===== config.mk =====
export PLATFORM = sky130hd
export DESIGN_NAME = regfile_mp
export DESIGN_NICKNAME = d
export VERILOG_FILES = /design/src/rtl/regfile_pkg.sv /design/src/rtl/regfile_scoreboard.sv /design/src/rtl/regfile_mp.sv
export SDC_FILE = /design/constraint.sdc
export NUM_CORES = 2
export LEC_CHECK = 0
export ABC_CLOCK_PERIOD_IN_PS = 14400
export BUFFER_PORTS_ARGS = -buffer_cell sky130_fd_sc_hd__buf_4
export CORE_ASPECT_RATIO = 0.5
export CORE_MARGIN = 3
export CORE_UTILIZATION = 35
export CTS_CLUSTER_SIZE = 10
export DETAILED_ROUTE_END_ITERATION = 12
export GPL_TIMING_DRIVEN = 0
export HOLD_SLACK_MARGIN = 0.15
export SLEW_MARGIN = 5
export SYNTH_ARGS = -nofsm -noshare
export SYNTH_HDL_FRONTEND = slang
export SYNTH_SLANG_ARGS = --single-unit

===== constraint.sdc =====
create_clock -name clk -period 14.4 [get_ports clk]
set_input_delay 1.44 -clock clk [delete_from_list [all_inputs] [get_ports clk]]
set_output_delay 1.44 -clock clk [all_outputs]
set_load 0.01 [all_outputs]

===== src/rtl/regfile_pkg.sv =====
// Shared defaults and types for the multi-port register file.
package regfile_pkg;

  localparam int DEF_DATA_W = 32;
  localparam int DEF_ADDR_W = 5;
  localparam int DEF_NR     = 2;
  localparam int DEF_NW     = 2;

  typedef logic [DEF_ADDR_W-1:0] reg_addr_t;
  typedef logic [DEF_DATA_W-1:0] reg_data_t;

endpackage


===== src/rtl/regfile_scoreboard.sv =====
// Per-register busy bits for RAW hazard detection, plus a registered busy count.
module regfile_scoreboard
  import regfile_pkg::*;
#(
  parameter int ADDR_W   = DEF_ADDR_W,
  parameter int NW       = DEF_NW,
  parameter int ZERO_REG = 1
) (
  input  logic                     clk,
  input  logic                     rstn,
  input  logic [NW-1:0]            we,
  input  logic [NW*ADDR_W-1:0]     wa,
  input  logic                     iss_v,
  input  logic [ADDR_W-1:0]        iss_a,
  output logic [(1<<ADDR_W)-1:0]   busy,
  output logic [ADDR_W:0]          busy_cnt
);

  localparam int DEPTH = 1 << ADDR_W;

  logic [DEPTH-1:0] busy_q, busy_d;
  logic [ADDR_W:0]  busy_cnt_q, busy_cnt_d;

  // Next busy vector: writebacks clear, then issue sets so a new producer wins.
  // NOTE: every always_comb output gets a default first so no path leaves it unassigned (no latch).
  always_comb begin
    busy_d = busy_q;
    for (int j = 0; j < NW; j++) begin
      if (we[j]) busy_d[wa[j*ADDR_W +: ADDR_W]] = 1'b0;
    end
    if (iss_v) busy_d[iss_a] = 1'b1;
    if (ZERO_REG != 0) busy_d[0] = 1'b0;
  end

  // Popcount of the next-state vector so the count lines up with busy after the edge.
  always_comb begin
    busy_cnt_d = '0;
    for (int k = 0; k < DEPTH; k++) begin
      busy_cnt_d = busy_cnt_d + {{ADDR_W{1'b0}}, busy_d[k]};
    end
  end

  // Busy state and count registers.
  // NOTE: sequential state uses non-blocking assignments so all flops sample pre-edge values.
  always_ff @(posedge clk or negedge rstn) begin
    if (!rstn) begin
      busy_q     <= '0;
      busy_cnt_q <= '0;
    end else begin
      busy_q     <= busy_d;
      busy_cnt_q <= busy_cnt_d;
    end
  end

  assign busy     = busy_q;
  assign busy_cnt = busy_cnt_q;

endmodule


===== src/rtl/regfile_mp.sv =====
// Multi-port register file with hardwired zero, write-to-read bypass and busy scoreboard.
module regfile_mp
  import regfile_pkg::*;
#(
  parameter int DATA_W   = DEF_DATA_W,
  parameter int ADDR_W   = DEF_ADDR_W,
  parameter int NR       = DEF_NR,
  parameter int NW       = DEF_NW,
  parameter int ZERO_REG = 1
) (
  input  logic                 clk,
  input  logic                 rstn,
  input  logic [NR*ADDR_W-1:0] ra,
  output logic [NR*DATA_W-1:0] rd,
  output logic [NR-1:0]        rbusy,
  input  logic [NW-1:0]        we,
  input  logic [NW*ADDR_W-1:0] wa,
  input  logic [NW*DATA_W-1:0] wd,
  input  logic                 iss_v,
  input  logic [ADDR_W-1:0]    iss_a,
  output logic [ADDR_W:0]      busy_cnt
);

  localparam int DEPTH = 1 << ADDR_W;

  logic [DATA_W-1:0] rf_q [DEPTH];
  logic [DATA_W-1:0] rf_d [DEPTH];
  logic [DEPTH-1:0]  busy;

  logic [ADDR_W-1:0] rsel;
  logic [DATA_W-1:0] rval;
  logic              rhit;

  // Write-port merge: later ports overwrite earlier ones, so the highest index wins.
  always_comb begin
    rf_d = rf_q;
    for (int j = 0; j < NW; j++) begin
      if (we[j] && !(ZERO_REG != 0 && wa[j*ADDR_W +: ADDR_W] == '0))
        rf_d[wa[j*ADDR_W +: ADDR_W]] = wd[j*DATA_W +: DATA_W];
    end
  end

  // Storage array, cleared by the asynchronous reset.
  // NOTE: the array is reset on purpose: reads must return 0 after a clear, so it maps to flops, not RAM.
  always_ff @(posedge clk or negedge rstn) begin
    if (!rstn) begin
      for (int k = 0; k < DEPTH; k++) rf_q[k] <= '0;
    end else begin
      rf_q <= rf_d;
    end
  end

  // Read ports: zero register, then same-cycle bypass (highest write port), then storage.
  always_comb begin
    rd    = '0;
    rbusy = '0;
    rsel  = '0;
    rval  = '0;
    rhit  = 1'b0;
    for (int i = 0; i < NR; i++) begin
      rsel = ra[i*ADDR_W +: ADDR_W];
      rval = rf_q[rsel];
      rhit = 1'b0;
      for (int j = 0; j < NW; j++) begin
        if (we[j] && wa[j*ADDR_W +: ADDR_W] == rsel) begin
          rval = wd[j*DATA_W +: DATA_W];
          rhit = 1'b1;
        end
      end
      if (ZERO_REG != 0 && rsel == '0) rval = '0;
      rd[i*DATA_W +: DATA_W] = rval;
      rbusy[i]               = busy[rsel] & ~rhit;
    end
  end

  regfile_scoreboard #(
    .ADDR_W   (ADDR_W),
    .NW       (NW),
    .ZERO_REG (ZERO_REG)
  ) u_scoreboard (
    .clk      (clk),
    .rstn     (rstn),
    .we       (we),
    .wa       (wa),
    .iss_v    (iss_v),
    .iss_a    (iss_a),
    .busy     (busy),
    .busy_cnt (busy_cnt)
  );

endmodule


Word level (Yosys, flattened, before mapping)
Cells that the tools add are included.
{ "totals": {"register_bits": 1061, "input_bits": 94, "wordCells": 149} }
{ "classes": {"addsub": 30, "n_lt_le_gt_ge": 14, "eq_ne": 4, "n_mux": 37, "bitwise": 13, "n_reduce_logical": 17} }
{ "ops": {"columns": ["cell", "n"], "rows": [
  ["bitwise mux 1024 bit", 2],
  ["two-way mux 1024 bit", 2],
  ["two-way mux 32 bit", 15],
  ["binary-select mux 32 bit (select 5 bit)", 2],
  ["demux 32 bit (select 5 bit)", 2],
  ["adder 6 x 1 -> 6 bit", 29],
  ["bitwise AND 32 bit", 2],
  ["NOT 32 bit", 2],
  ["OR 32 bit", 1],
  ["< comparator 5 x 6 -> 1 bit, second input constant", 5],
  ["greater-or-equal comparator 6 bit, second input constant", 4],
  ["NOT 5 -> 6 bit", 4],
  ["equality test 5 bit", 4],
  ["zero test 5 bit", 4],
  ["demux 1 bit (select 5 bit)", 3],
  ["greater-or-equal comparator 5 x 1 -> 1 bit, second input constant", 3],
  ["< comparator 6 x 1 -> 1 bit, second input constant", 2],
  ["logical AND 1 bit", 11],
  ["binary-select mux 1 bit (select 5 bit)", 2],
  ["two-way mux 1 bit", 9],
  ["adder 1 x 1 -> 2 bit", 1],
  ["bitwise AND 1 bit", 2],
  ["zero test 1 bit", 2],
  ["NOT 1 bit", 2]
]} }

Longest topological paths before layout
{ "depth": {"word_depth": 41, "mapped_depth": 25, "depth_no_buf": 21} }

Cells and area by module
A second synthesis with hierarchy kept.
{ "hier_totals": {"cells_unflattened": 6630, "area_unflattened_um2": 68578.3} }
{ "modules_own_cells": {"columns": ["module", "instances", "cells_per_inst", "area_per_inst_um2", "seq_area_each_um2"], "rows": [
  ["regfile_mp", 1, 6376, 65930.7, 25624.6],
  ["regfile_scoreboard", 1, 254, 2647.5, 925.9]
]} }

Least setup slack after synthesis
Ideal clock, no wire load.
{ "synth_path": {"kind": "input-to-reg", "from": "input wa[2]", "to": "register u_scoreboard.busy_cnt_q[4], in the netlist u_scoreboard.busy_cnt[4]", "arrival_ns": 7.270, "required_ns": 14.277, "path_slack_ns": 7.008, "path_stages": 23, "path_cell_list": "or3_1 buf_2 nor2_2 nand2_1 clkbuf_1 clkbuf_1 a32o_1 ha_1 inv_1 fa_1 fa_1 fa_1 fa_1 fa_1 inv_1 fa_1 ha_1 inv_1 fa_1 inv_1 a21o_1 a21oi_1 xnor2_1"} }
{ "synth_via": {"elab_chain_cells": 41, "elab_cells_between_ends": 42, "classes_between": "30 x add/sub; 2 x order compare; 5 x mux; 4 x bitwise; 1 x reduce/logical"} }
{ "synth_lines": {"columns": ["element", "line", "rtl"], "rows": [
  ["start: declaration", "regfile_mp.sv:17", "input logic [NW*ADDR_W-1:0] wa,"],
  ["< comparator 5 x 6 -> 1 bit (not written as such) or greater-or-equal comparator 5 x 1 -> 1 bit (tied branches)", "regfile_scoreboard.sv:29", "if (we[j]) busy_d[wa[j*ADDR_W +: ADDR_W]] = 1'b0;"],
  ["logical AND 1 bit (not written as such)", "regfile_scoreboard.sv:29", null],
  ["two-way mux 1 bit (not written as such)", "regfile_scoreboard.sv:29", null],
  ["demux 1 bit (select 5 bit) (*)", null, null],
  ["NOT 32 bit (no source line) (*)", null, null],
  ["bitwise AND 32 bit (no source line) (*)", null, null],
  ["two-way mux 32 bit (*)", "regfile_scoreboard.sv:29", null],
  ["bitwise AND 32 bit (no source line)", null, null],
  ["two-way mux 32 bit (*)", "regfile_scoreboard.sv:29", null],
  ["OR 32 bit (no source line)", null, null],
  ["two-way mux 32 bit (*)", "regfile_scoreboard.sv:31", "if (iss_v) busy_d[iss_a] = 1'b1;"],
  ["net u_scoreboard.busy_d[2]", "regfile_scoreboard.sv:21", "logic [DEPTH-1:0] busy_q, busy_d;"],
  ["adder 1 x 1 -> 2 bit (*)", "regfile_scoreboard.sv:39", "busy_cnt_d = busy_cnt_d + {{ADDR_W{1'b0}}, busy_d[k]};"],
  ["adder 6 x 1 -> 6 bit (*) (29 in a row)", "regfile_scoreboard.sv:39", null],
  ["net u_scoreboard.busy_cnt_d[4]", "regfile_scoreboard.sv:22", "logic [ADDR_W:0] busy_cnt_q, busy_cnt_d;"],
  ["end signal: assignment", "regfile_scoreboard.sv:51", "busy_cnt_q <= busy_cnt_d;"],
  ["end: declaration", "regfile_scoreboard.sv:22", null]
]} }
Mark *: on every way through the listed nets, which the timed path passes. The rest lies on a longest branch.

Worst setup path in the final report
{ "layout_path": {"from": "input wa[0]", "to": "register u_scoreboard.busy_cnt_q[4], in the netlist u_scoreboard.busy_cnt[4]"} }
{ "layout_via": {"elab_cells_between_ends": 42, "classes_between": "30 x add/sub; 2 x order compare; 5 x mux; 4 x bitwise; 1 x reduce/logical"} }
{ "layout_rtl": {"columns": ["element", "line"], "rows": [
  ["< comparator 5 x 6 -> 1 bit (not written as such) or greater-or-equal comparator 5 x 1 -> 1 bit (tied branches)", "regfile_scoreboard.sv:29"],
  ["logical AND 1 bit (not written as such)", "regfile_scoreboard.sv:29"],
  ["two-way mux 1 bit (not written as such)", "regfile_scoreboard.sv:29"],
  ["demux 1 bit (select 5 bit) (*)", null],
  ["NOT 32 bit (no source line) (*)", null],
  ["bitwise AND 32 bit (no source line) (*)", null],
  ["two-way mux 32 bit (*)", "regfile_scoreboard.sv:29"],
  ["bitwise AND 32 bit (no source line)", null],
  ["two-way mux 32 bit (*)", "regfile_scoreboard.sv:29"],
  ["OR 32 bit (no source line)", null],
  ["two-way mux 32 bit (*)", "regfile_scoreboard.sv:31"],
  ["net u_scoreboard.busy_d[15]", "regfile_scoreboard.sv:21"],
  ["adder 6 x 1 -> 6 bit (*) (17 in a row)", "regfile_scoreboard.sv:39"],
  ["net u_scoreboard.busy_cnt_d[4]", "regfile_scoreboard.sv:22"]
]} }
Marks and branches as above.

==> results.yml <==
run_status:
  status: "finished, violations left"
  violations: "capacitance limit, slew limit"
synth:
  synth_seq_area_share_pct: 39.2
  synth-seq-cells: 1061
  synthTopCellsByArea: "dfrtp_1 (39%), mux4_2 (16%), mux2i_1 (12%)"
  netlist.area_leader.share_pct: 39.2
  synthArstFlopShare_pct: 100
  synth_cell_types: 67
  synth_cells: 6752
  yosys.area.top_type: "dfrtp_1"
  avgSynthCellArea_um2: 10.0
  synthTopCellsByCount: "dfrtp_1 (1061), mux2i_1 (792), nand2_1 (787), nor2_1 (728), clkbuf_1 (577)"
  syn-cell-area_um2: 67700
  synthFlopType: "dfrtp_1"
  yosysMostFrequentCell: "dfrtp_1"
  yosys_warnings: 0
  synth_nets: 6878
  synth_edf_count: 0
worst_setup_path:
  worstPathArrival_ns: 10.29
  critPathCaptureType: "flip-flop"
  cp_max_fo: 10
  critPathKind: "in -> reg"
  startpoint_type: "primary input"
  cp.required_ns: 15.08
sta:
  rsz0062_at_grt: "false"
  tightest_slew_ns: 1.70
  slew_headroom_pct: -13.5
  fmax_mhz: 104
  min_period_over_period_pct: 66.7
  hold_viol: 0
  final_max_slew_viol_count: 222
  clock_skew_ns: 0.0275
  setup_violations: 0
  period_minus_slack_ns: 9.61
drt:
  ant_nets: 0
  post-route-drc-count: 0
  vias_per_cell: 7.23
  wl_per_cell_um: 53.4
  firstDrtPassIters: 7
  first_iter_violations: 14700
  vias: 70000
  drt-total-wl_mm: 517
floorplan:
  fp.dieH_um: 317
  ioPinCount: 166
  die_w_um: 628
  floorplan.initialDensity_pct: 35.5
  core_um2: 191000
  dieArea_um2: 199000
  rows: 113
clocking:
  numCtsBuffers: 120
  worstSkewPairLatency_ns: 0.80
  clk_pin_slew_ns: 0.07
  cts_root_buf: "clkbuf_16"
  htreeDepth: 3
  cts_hold_buf: 0
  cts_tree: "yes"
  post-cts-setup-buffers: 0
  cts_sinks: 1061
  clock_path_buffers: 3
  cts_resized: 0
grt:
  met3_usage_pct: 38.3
  grtUsageMet1_pct: 64.3
  use_met2_pct: 61.3
  track_usage_pct: 50.2
  grt_overflow_total: 0
  grt_busiest_layer: "met1"
  grt_pass1_vias: 61700
  antenna_found_initial: 101
  grt_pass1_wl_mm: 650
  grt_max_degree: 162
final_layout:
  seq_area_um2: 26600
  finalNetCount: 7131
  fillCellCount: 19100
  multiInputGateArea_um2: 37200
  drive_above_1_share_pct: 15.9
  final_area_um2: 75800
  area_growth_pct: 12.0
pwr:
  power.total_w: 0.0123
  peakVddDrop_uv: 271
  p_per_area_nw_per_um2: 162
  leakage_nw: 33.9
placement:
  port_buffers: 109
  postPlaceCellArea_um2: 72300
  dpl.hpwl_mm: 394
  place_congestion: 1.10
job:
  drv_cap: 27
hold_path:
  hold_class: "reg -> reg"
worst max-delay path, cell delays in order:
cell,delay (ns)
buf_2,0.18
nand2_1,0.66
nor2_1,1.41
nand2_1,0.76
clkbuf_1,0.64
a32o_1,0.49
fa_1,0.47
inv_1,0.26
fa_1,0.58
fa_1,0.60
fa_1,0.49
fa_1,0.53
inv_1,0.06
fa_1,0.51
ha_1,0.20
inv_1,0.08
fa_1,0.47
inv_1,0.08
a21o_1,0.11
a21oi_1,0.08
xnor2_1,0.14
final cells by class:
type,instances,share of cell area [%]
Buffer,849,5.12
Timing Repair Buffer,131,1.69
Clock buffer,141,4.17
Clock inverter,11,0.244
Tap cell,2587,4.27
Multi-Input combinational cell,4782,49.0
Antenna cell,52,0.172
Inverter,60,0.297
Sequential cell,1061,35.0
worst paths after layout:
kind,startpoint,endpoint,slack [ns],cells past startpoint
hold reg to reg,rf_q[995],rf_q[995],0.48,1
min in group asynchronous,rstn,rf_q[614],0.61,1
setup / recovery,wa[0],u_scoreboard.busy_cnt[4],4.79,21
max in group asynchronous,rstn,rf_q[125],10.61,5
hold / removal,rf_q[995],rf_q[995],0.48,1
setup reg to reg,u_scoreboard.busy[17],u_scoreboard.busy_cnt[4],8.80,16
flip-flops by register name, indices dropped and copies added (netlist names):
register and cells:
u_scoreboard.busy_cnt 6, u_scoreboard.busy 31, rf_q 1024
cell usage in the layout, fill, tap and decap left out, types with 36 or more instances in the layout:
cell type  count
buf_2        154
clkbuf_16    122
mux4_2       487
clkbuf_1     542
diode_2       52
a221oi_1      60
buf_6         36
a22oi_1      275
o21ai_0      460
a21oi_1      562
mux2i_1      792
nand2_1      787
dfrtp_1     1061
clkbuf_2      53
inv_1         58
o21ai_1       56
a31oi_1      139
buf_4        157
nor2_1       723
metrics by stage:
stage	worst slack [ns]	setup TNS, ns	hold slack (ns)	cells	util (%)
finish	4.79	0	0.478	9674	39.7
global route	4.92	0	0.505	9627	39.6
CTS	5.26	0	0.482	9621	39.6
detailed placement	4.46	0	0.468	9469	37.9
global placement	-2.55	-2222.20	0.457	9448	37.6
floorplan	7.01	0	0.441	6752	-
where the power goes:
| group | internal [W] | leakage [nW] | total [W] | switching [W] |
|---|---|---|---|---|
| clock network | 0.00154 | 1.63 | 0.00301 | 0.00146 |
| registers | 0.00376 | 13.1 | 0.00459 | 0.000828 |
| logic | 0.00184 | 19.2 | 0.00465 | 0.00281 |
| total | 0.00715 | 33.9 | 0.0123 | 0.00510 |
logic make-up after synthesis:
family | synth area share (%)
adder cells (fa/ha/maj) | 0.846
AND/OR/NAND/NOR | 10.0
buffers and inverters | 5.96
XOR/XNOR | 0.297
AO/OA/AOI/OAI | 15.2
flip-flops | 39.2
multiplexers | 28.4
metal layers:
layer  vias up  part of all wire, %
met1     36100                   39
li1      25100                    -
met3      1321                   20
met4        62                  5.1
met5         -                 0.20
met2      7395                   35
No activity file was read; power rests on OpenSTA's default activity.
